--- src/rtl/fifo_arb_pkg.sv ---
// -----------------------------------------------------------------------------
// fifo_arb_pkg
// Shared definitions for the async-FIFO write-port arbiter.
//   arb_state_t : FSM encoding (ST_IDLE = arbitrate, ST_XFER = packet in flight)
//   STALL_W     : width of the optional stall counter
//   clog2()     : ceil(log2(n)), floored at 1 so a pointer is never zero-width
// -----------------------------------------------------------------------------
package fifo_arb_pkg;

   typedef enum logic {
      ST_IDLE = 1'b0,
      ST_XFER = 1'b1
   } arb_state_t;

   localparam int STALL_W = 16;

   function automatic int clog2(input int n);
      int r;
      int v;
      r = 0;
      v = n - 1;
      while (v > 0) begin
         r++;
         v = v >> 1;
      end
      if (r < 1) r = 1;
      return r;
   endfunction

endpackage

--- src/rtl/rr_pick.sv ---
// -----------------------------------------------------------------------------
// rr_pick
// Combinational round-robin selector. Returns the first requester at or above
// ptr (wrapping modulo NREQ) as a one-hot vector.
//   req [NREQ] : request vector
//   ptr [PW]   : starting index, always < NREQ
//   gnt [NREQ] : one-hot winner, zero when nothing is requested
//   any        : at least one request present
// -----------------------------------------------------------------------------
module rr_pick
   import fifo_arb_pkg::*;
#(
   parameter int NREQ = 4,
   localparam int PW  = clog2(NREQ)
) (
   input  logic [NREQ-1:0] req,
   input  logic [PW-1:0]   ptr,
   output logic [NREQ-1:0] gnt,
   output logic            any
);

   // idx[i] = (ptr + i) mod NREQ; explicit compare-and-subtract so that
   // non-power-of-two NREQ wraps correctly.
   logic [PW-1:0]   idx [NREQ];
   logic [NREQ-1:0] rot;
   logic [NREQ-1:0] sel;

   for (genvar i = 0; i < NREQ; i++) begin : g_idx
      logic [PW:0] sum;
      assign sum    = {1'b0, ptr} + (PW+1)'(i);
      assign idx[i] = (sum >= (PW+1)'(NREQ)) ? PW'(sum - (PW+1)'(NREQ))
                                             : sum[PW-1:0];
   end

   // Rotate so that position 0 is the current pointer.
   always_comb begin
      rot = '0;
      for (int i = 0; i < NREQ; i++) rot[i] = req[idx[i]];
   end

   // Lowest set bit of the rotated vector is the winner.
   assign sel = rot & (~rot + NREQ'(1));

   // Un-rotate back to requester numbering.
   always_comb begin
      gnt = '0;
      for (int i = 0; i < NREQ; i++) gnt[idx[i]] = gnt[idx[i]] | sel[i];
   end

   assign any = |req;

endmodule

--- src/rtl/fifo_wr_arbiter.sv ---
// -----------------------------------------------------------------------------
// fifo_wr_arbiter
// Packet-granular round-robin arbiter sharing the write port of an async FIFO
// (wclk domain). A grant is held from arbitration until the owner's s_last
// beat is written, so packets never interleave. Arbitration costs one IDLE
// cycle, which also guarantees one idle cycle between packets.
//
// Ports:
//   wclk, wrst_n   : write clock, async active-low reset
//   s_valid[NREQ]  : per-requester beat valid
//   s_data         : requester i at [i*DSIZE +: DSIZE]
//   s_last[NREQ]   : per-requester last beat of packet
//   s_ready[NREQ]  : beat accepted when s_valid[i] & s_ready[i]
//   winc, wdata    : FIFO write enable / data (wdata is 0 with no owner)
//   wfull          : registered FIFO full flag
//   grant[NREQ]    : one-hot current owner, zero when idle
//   busy           : high while a packet is in flight
//
// Build option FIFO_WR_ARB_STATS_EN adds:
//   stat_clr       : synchronous clear of stall_cnt (wins over increment)
//   stall_cnt[16]  : saturating count of cycles the owner was held by wfull
// -----------------------------------------------------------------------------
module fifo_wr_arbiter
   import fifo_arb_pkg::*;
#(
   parameter int NREQ  = 4,
   parameter int DSIZE = 8
) (
   input  logic                  wclk,
   input  logic                  wrst_n,
   input  logic [NREQ-1:0]       s_valid,
   input  logic [NREQ*DSIZE-1:0] s_data,
   input  logic [NREQ-1:0]       s_last,
   output logic [NREQ-1:0]       s_ready,
   output logic                  winc,
   output logic [DSIZE-1:0]      wdata,
   input  logic                  wfull,
   output logic [NREQ-1:0]       grant,
   output logic                  busy
`ifdef FIFO_WR_ARB_STATS_EN
   ,
   input  logic                  stat_clr,
   output logic [STALL_W-1:0]    stall_cnt
`endif
);

   localparam int PW = clog2(NREQ);

   arb_state_t      state;
   logic [PW-1:0]   rr_ptr;
   logic [NREQ-1:0] pick;
   logic            pick_any;
   logic [PW-1:0]   owner;
   logic [PW-1:0]   nxt_ptr;
   logic            xfer;
   logic            own_valid;
   logic            own_last;
   logic            beat;

   rr_pick #(.NREQ(NREQ)) u_pick (
      .req (s_valid),
      .ptr (rr_ptr),
      .gnt (pick),
      .any (pick_any)
   );

   // Encoded owner index, only meaningful while grant is non-zero.
   always_comb begin
      owner = '0;
      for (int i = 0; i < NREQ; i++) begin
         if (grant[i]) owner = PW'(i);
      end
   end

   assign nxt_ptr = (owner == PW'(NREQ-1)) ? '0 : owner + PW'(1);

   assign xfer      = (state == ST_XFER);
   assign own_valid = |(s_valid & grant);
   assign own_last  = |(s_last & grant);
   assign beat      = xfer & own_valid & ~wfull;

   // Write side is combinational off the registered grant so a beat moves
   // the same cycle wfull drops.
   assign winc    = beat;
   assign s_ready = (xfer && !wfull) ? grant : '0;

   // AND-OR mux keyed by the one-hot grant; yields 0 when idle.
   always_comb begin
      wdata = '0;
      for (int i = 0; i < NREQ; i++) begin
         wdata = wdata | (s_data[i*DSIZE +: DSIZE] & {DSIZE{grant[i]}});
      end
   end

   always_ff @(posedge wclk or negedge wrst_n) begin
      if (!wrst_n) begin
         state  <= ST_IDLE;
         grant  <= '0;
         rr_ptr <= '0;
         busy   <= 1'b0;
      end else begin
         case (state)
            ST_IDLE: begin
               // Requests are not latched; whoever is valid now competes.
               if (pick_any) begin
                  grant <= pick;
                  busy  <= 1'b1;
                  state <= ST_XFER;
               end
            end
            ST_XFER: begin
               // Owner keeps the port through bubbles and wfull stalls.
               if (beat && own_last) begin
                  grant  <= '0;
                  busy   <= 1'b0;
                  rr_ptr <= nxt_ptr;
                  state  <= ST_IDLE;
               end
            end
            default: begin
               grant <= '0;
               busy  <= 1'b0;
               state <= ST_IDLE;
            end
         endcase
      end
   end

`ifdef FIFO_WR_ARB_STATS_EN
   logic stall;
   assign stall = xfer & own_valid & wfull;

   always_ff @(posedge wclk or negedge wrst_n) begin
      if (!wrst_n) begin
         stall_cnt <= '0;
      end else if (stat_clr) begin
         stall_cnt <= '0;
      end else if (stall && (stall_cnt != {STALL_W{1'b1}})) begin
         stall_cnt <= stall_cnt + STALL_W'(1);
      end
   end
`endif

endmodule
--- config.mk ---
export PLATFORM = sky130hd
export DESIGN_NAME = fifo_wr_arbiter
export DESIGN_NICKNAME = d
export VERILOG_FILES = /design/src/rtl/fifo_arb_pkg.sv /design/src/rtl/rr_pick.sv /design/src/rtl/fifo_wr_arbiter.sv
export SDC_FILE = /design/constraint.sdc
export NUM_CORES = 1
export LEC_CHECK = 0
export BUFFER_PORTS_ARGS = -buffer_cell sky130_fd_sc_hd__buf_2
export CORE_MARGIN = 2
export CORE_UTILIZATION = 39
export CTS_BUF_LIST = sky130_fd_sc_hd__clkbuf_8
export CTS_CLUSTER_DIAMETER = 120
export DETAILED_ROUTE_END_ITERATION = 10
export GPL_TIMING_DRIVEN = 0
export PLACE_DENSITY = 0.79
export SLEW_MARGIN = 20
export SYNTH_ARGS = -nofsm -noshare
export SYNTH_HDL_FRONTEND = slang
export SYNTH_SLANG_ARGS = --single-unit
--- constraint.sdc ---
create_clock -name wclk -period 3.5 [get_ports wclk]
set_input_delay 0.525 -clock wclk [delete_from_list [all_inputs] [get_ports wclk]]
set_output_delay 0.525 -clock wclk [all_outputs]
set_load 0.05 [all_outputs]
* Yosys cells after proc, flatten, opt, wreduce, memory -nomap -nowiden *
Cells that the tools add are included.
W data, S select, Z words.

word-level totals
  register bits = 8
  bits of input ports = 43
  output and inout bits = 18

operators by class
  $add $sub $neg = 9
  $lt $le $gt $ge = 12
  equality and inequality tests = 3
  multiplexer cells = 45
  bitwise operators = 20
  reductions and logical operators = 12

operators by type and width
  kind                   count
  $and A8 B8 Y8          4
  $or A8 B8 Y8           3
  $mux W1                17
  $and A4 B4 Y4          4
  $bmux W1 S2            8
  $mux W2                7
  $bwmux W4              3
  $lt A2 B3 Y1 const B   4
  $mux W4                3
  $reduce_or A4 Y1       3
  $ge A3 B3 Y1 const B   3
  $demux W1 S2           4
  $ge A2 B1 Y1 const B   4
  $pmux W4 S2            1
  $sub A2 B1 Y2 const B  4
  $add A2 B2 Y3 const B  2
  $logic_and A1 B1 Y1    6
  $add A4 B1 Y4 const B  1
  $not A4 Y4             1
  $or A1 B1 Y1           4
  $pmux W1 S2            2
  $reduce_and A2 Y1      2
  $add A2 B1 Y3 const B  1
  $ge A2 B3 Y1 const B   1
  other kinds (7)        9

* Depth between registers and ports, before layout *
  depth after elaboration = 24
  mapped depth = 11

* Modules after synthesis *
From an unflattened synthesis, not the netlist that was laid out.

unflattened totals
  cell total of the unflattened synthesis = 153
  area, all modules = 1138.6 um^2

by module, submodules not included
  module           instances  cells an instance  area an instance (um^2)
  fifo_wr_arbiter  1          70                 583.1
  rr_pick          1          83                 555.5

* Least setup slack after synthesis *
OpenSTA, ideal clock, no wires.

  kind = reg2reg
  from = reg grant[2]
  to = reg grant[0]
  library setup time = 0.139 ns
  arrival time = 2.898 ns
  data required time = 3.361 ns
  path slack = 0.462 ns
  stages on the path, launching flop included = 6
  path through = dfrtp_1 > a22oi_1 > a21boi_0 > nand2_1 > a31oi_1 > o221ai_1

between the ends
  word-level cells in the longest chain between the ends = 7

ends and longest elaborated chain
  item                         line                    text
  from (decl)                  fifo_wr_arbiter.sv:38   output logic [NREQ-1:0] grant,
  from (signal assigned)       fifo_wr_arbiter.sv:106  grant <= pick;
  $and A4 B4 Y4                fifo_wr_arbiter.sv:78   assign own_valid = |(s_valid & grant);
  $reduce_or A4 Y1             fifo_wr_arbiter.sv:78
  $and A1 B1 Y1 (2 in a row)   fifo_wr_arbiter.sv:80   assign beat = xfer & own_valid & ~wfull;
  net winc                     fifo_wr_arbiter.sv:35   output logic winc,
  $logic_and A1 B1 Y1          fifo_wr_arbiter.sv:113  if (beat && own_last) begin
  $ne A2 B1 Y1 (no line)       -
  $reduce_and A2 Y1 (no line)  -

The timed path passes the listed nets, and every way through them passes these cells.
A chain may end at the register's enable or synchronous reset.

* Final worst setup path *
  from = reg rr_ptr[0]
  to = reg grant[0]

between the ends
  word-level cells in the longest chain between the ends = 23

ends and longest elaborated chain
  item                                           line                    text
  from (decl)                                    fifo_wr_arbiter.sv:50   logic [PW-1:0] rr_ptr;
  from (signal assigned)                         fifo_wr_arbiter.sv:116  rr_ptr <= nxt_ptr;
  $ge A2 B3 Y1 or $sub A2 B1 Y2 (tied branches)  rr_pick.sv:31           assign idx[i] = (sum >= (PW+1)'(NREQ)) ? PW'(sum - (PW+1)'(NREQ))
  $mux W2                                        rr_pick.sv:31
  $bmux W1 S2                                    rr_pick.sv:38           for (int i = 0; i < NREQ; i++) rot[i] = req[idx[i]];
  $mux W1 (implied by the code)                  rr_pick.sv:38
  $not A4 Y4                                     rr_pick.sv:42           assign sel = rot & (~rot + NREQ'(1));
  $add A4 B1 Y4                                  rr_pick.sv:42
  $and A4 B4 Y4                                  rr_pick.sv:42
  $or A1 B1 Y1                                   rr_pick.sv:47           for (int i = 0; i < NREQ; i++) gnt[idx[i]] = gnt[idx[i]] | sel[i];
  [7 not listed]                                 -
  $or A1 B1 Y1                                   rr_pick.sv:47
  $bwmux W4                                      rr_pick.sv:47
  $bmux W1 S2                                    rr_pick.sv:47
  $mux W1 (implied by the code)                  rr_pick.sv:47
  $or A1 B1 Y1                                   rr_pick.sv:47
  $bwmux W4 (*)                                  rr_pick.sv:47
  $mux W4 (*)                                    fifo_wr_arbiter.sv:105  if (pick_any) begin
  $pmux W4 S2 (*)                                fifo_wr_arbiter.sv:102  case (state)

Every way passes the cells marked *; elsewhere a longest branch is shown, timed or not. The select of a mux whose other input is x is not followed.

==> flow_summary.rst <==
.. list-table::
   :header-rows: 1

   * - Metric
     - Value
   * - Hold Violations, Final
     - 0
   * - Violation count after the first detailed-routing iteration
     - 78
   * - Primary FF master, synth
     - sky130_fd_sc_hd__dfrtp_1
   * - Diodes inserted
     - 0
   * - Post-layout min period
     - 3.239 ns
   * - Via-per-instance ratio
     - 5.552
   * - P per Cell Area
     - 978.7 mW/mm^2
   * - Non-filler instance count after layout
     - 259
   * - Share of layout cells above drive strength 1
     - 34.88%
   * - Die Area
     - 0.003702 sq mm
   * - Share of the synthesized area in the top cell type
     - 15.89%
   * - Cell Area, Synth
     - 0.001260 sq mm
   * - CTS Root Buffer Type
     - sky130_fd_sc_hd__clkbuf_8
   * - First-pass GRT wire length
     - 5.906 mm
   * - Antenna violations before repair
     - 0
   * - Share of synthesized area occupied by flip-flops and latches
     - 15.89%
   * - Die X
     - 60.84 microns
   * - Most used standard cell by instance count after synthesis
     - sky130_fd_sc_hd__nand2_1
   * - Number of nets with antenna violations after routing
     - 0
   * - Tcrit/Tclk final
     - 92.54%
   * - Type of the setup path with the least slack
     - flip-flop to flip-flop
   * - Net switching component of the power
     - 0.9507 mW
   * - Std cell rows
     - 20
   * - Via count of the first global-routing pass
     - 1230
   * - Synth async-reset ratio
     - 100.0%
   * - Setup repair after global routing missed its margin
     - false
   * - CTS H-tree lvls
     - 1
   * - Post-synthesis cell type with the largest combined area
     - sky130_fd_sc_hd__dfrtp_1
   * - Max-slew violation count
     - 0
   * - Total half-perimeter wirelength after legalization and detailed placement
     - 3.013 mm
   * - Startpoint type of the worst setup path
     - flip-flop
   * - Count of mapped cells out of synthesis
     - 156
   * - Maximum number of pins on one net before global-route repair
     - 11
   * - TritonCTS clock tree
     - built
   * - Starting density of the core
     - 41.27%
   * - Placed insts
     - 256
   * - Type of the worst min-delay path
     - input port to asynchronous set/reset pin
   * - Hold-fix buffer count after cts
     - 0
   * - Worst setup skew after layout
     - 0.0008565 ns
   * - Synth area leaders
     - sky130_fd_sc_hd__dfrtp_1 (16%), sky130_fd_sc_hd__a22oi_1 (13%), sky130_fd_sc_hd__ha_1 (7.9%), sky130_fd_sc_hd__nand2_1 (6.9%), sky130_fd_sc_hd__mux4_2 (3.6%)
   * - Wire length after detailed routing
     - 3.914 mm
   * - Maximum clock frequency
     - 308.7 MHz
   * - Total grt overflow
     - 0
   * - Layout Area Growth over Synthesis
     - 29.99%
   * - Number of nets at the end of the flow
     - 268
   * - First-pass iteration count of the detailed router
     - 4
   * - Sequential cell area
     - 200.2 sq um
   * - Number of synthesized flops with an enable pin
     - 0
   * - Setup violation total in the final timing report
     - 0
   * - Warnings, synthesis
     - 0
   * - Relative slew slack
     - 68.28%
   * - Result of the run
     - completed
   * - Die boundary height
     - 60.84 microns
   * - Boundary pin count
     - 61
   * - Biggest fanout along the worst timing path
     - 10
   * - I/O Buffers
     - 56
   * - Worst-skew pair later-pin latency
     - 0.23 ns
   * - Int Pwr
     - 0.6523 mW
   * - Sequential cell fraction of total power
     - 11.2%
   * - Pleak
     - 0.7768 nW
   * - Total number of vias
     - 1438
   * - Mapped Nets
     - 207
   * - Global Route Usage Sum
     - 21.45%
   * - Post-Route Setup TNS
     - 0 ns
   * - Library cells used by synthesis
     - 39
   * - FILL cells
     - 317
   * - Logic gate share of total power
     - 81.7%
   * - Peak ir drop on the vdd network
     - 503.5 uV
   * - Data arrival, critical path
     - 3.31 ns
   * - Clk sinks
     - 8
   * - Maximum root-to-sink buffer count
     - 2
   * - Core Box Area
     - 0.003053 sq mm
   * - Maxcap violations
     - 0
   * - FF+latch count, synth
     - 8
   * - Worst Setup End Kind
     - flip-flop
   * - Net switching share of the total power
     - 59.31%
   * - Post-synthesis average cell area
     - 8.077 sq um
   * - Routability congestion estimate
     - 0.9535
   * - Combined area of the multi-input logic cells
     - 954.7 sq um
   * - WP data required
     - 3.57 ns
   * - Commonest cells in the netlist
     - sky130_fd_sc_hd__nand2_1 (23), sky130_fd_sc_hd__a22oi_1 (22), sky130_fd_sc_hd__inv_1 (9), sky130_fd_sc_hd__dfrtp_1 (8), sky130_fd_sc_hd__ha_1 (8)
   * - Count of unresolved DRC violations after routing
     - 0
   * - Transition at the pin with the smallest max-transition slack
     - 0.4758 ns
   * - Clock share of power
     - 7.0%
   * - Cts bufs inserted
     - 3
   * - Drt wl/cell
     - 15.11 microns
   * - CTS clock-pin slew for the worst setup and hold paths
     - 0.04 ns
kinds of logic after synthesis:
logic type | after synthesis | share of synthesized area, %
AOI/OAI and AO/OA | 56 | 35.85
and+or+nand+nor | 56 | 22.64
buffers and inverters | 21 | 8.341
DFF | 8 | 15.89
muxes | 7 | 9.334
adders and majority gates | 8 | 7.945
worst paths after layout:
path                            from        end  slack, ns  depth (start not counted)
hold reg to reg                 busy       busy       0.48                          2
setup / recovery           rr_ptr[0]   grant[0]       0.26                         10
max in group asynchronous     wrst_n  rr_ptr[0]       3.22                          1
hold / removal                wrst_n       busy       0.12                          1
setup reg to reg           rr_ptr[0]   grant[0]       0.26                         10
min in group wclk               busy       busy       0.48                          2
timing repair:
| item | CTS | global route |
|---|---|---|
| setup buffers | 0 | 0 |
| resized for setup | 0 | 2 |
| hold endpoints to repair | 0 | 0 |
| endpoints found under the setup margin | 0 | 4 |
layout by cell type (no fill, tap or decap), drive strengths merged, types with 4 or more instances in the layout:
cell / instances
buf: 63
nand2: 23
a22oi: 22
inv: 9
ha: 8
dfrtp: 8
clkbuf: 8
nor2b: 7
and2: 6
nor2: 6
o221ai: 5
nand2b: 4
a21oi: 4
nor4: 4
a31oi: 4
critical path, cell delays in order, from the launching register on:
cell and delay [ns]:
sky130_fd_sc_hd__dfrtp_1 0.40, sky130_fd_sc_hd__buf_2 0.27, sky130_fd_sc_hd__buf_2 0.26, sky130_fd_sc_hd__inv_1 0.12, sky130_fd_sc_hd__ha_1 0.31, sky130_fd_sc_hd__mux4_2 0.49
sky130_fd_sc_hd__mux2_4 0.35, sky130_fd_sc_hd__a2111oi_2 0.38, sky130_fd_sc_hd__o211ai_1 0.14, sky130_fd_sc_hd__o2111ai_2 0.16, sky130_fd_sc_hd__o221ai_1 0.19
power groups by stage:
stage	logic, mW	registers (mW)	clock network (mW)
after global routing	1.40	0.188	0.122
final	1.31	0.180	0.112
after CTS	1.29	0.180	0.116
after global placement	1.27	0.181	0
after detailed placement	1.29	0.180	0
after floorplan	0.949	0.240	0
metal layers:
layer  vias to the layer above  GRT usage, %  wire, microns
li1                        721             -              -
met1                       666         31.77           1704
met2                        48         31.18           1931
met3                         3         4.478            253
met4                         0         6.522             25
met5                         -             0              0
state kept, by name, indices dropped and copies added, names as in the netlist:
signal and count:
rr_ptr 2, state 1, grant 4, busy 1
per-stage QoR:
step	worst slack [ns]	cell area [sq um]	utilization [%]	total power, mW	hold slack, ns
5_1_grt	0.07393	1638	53.65	1.710	0.1285
3_5_place_dp	0.1973	1595	52.25	1.468	0.3706
3_3_place_gp	0.2181	1595	52.25	1.449	0.3695
2_1_floorplan	0.4625	1260	-	1.189	0.2294
4_1_cts	0.1839	1637	53.61	1.589	0.1224
6_report	0.2610	1638	53.65	1.603	0.1235
cell type report:
cell class,count,share of cell area [%]
inverter,9,2.063
tap,44,3.361
sequential,8,12.22
clock buffer,3,2.521
timing repair buffer,56,17.11
multi-input combinational,127,58.29
buffer,12,4.431
(Power assumes the default switching activity.)
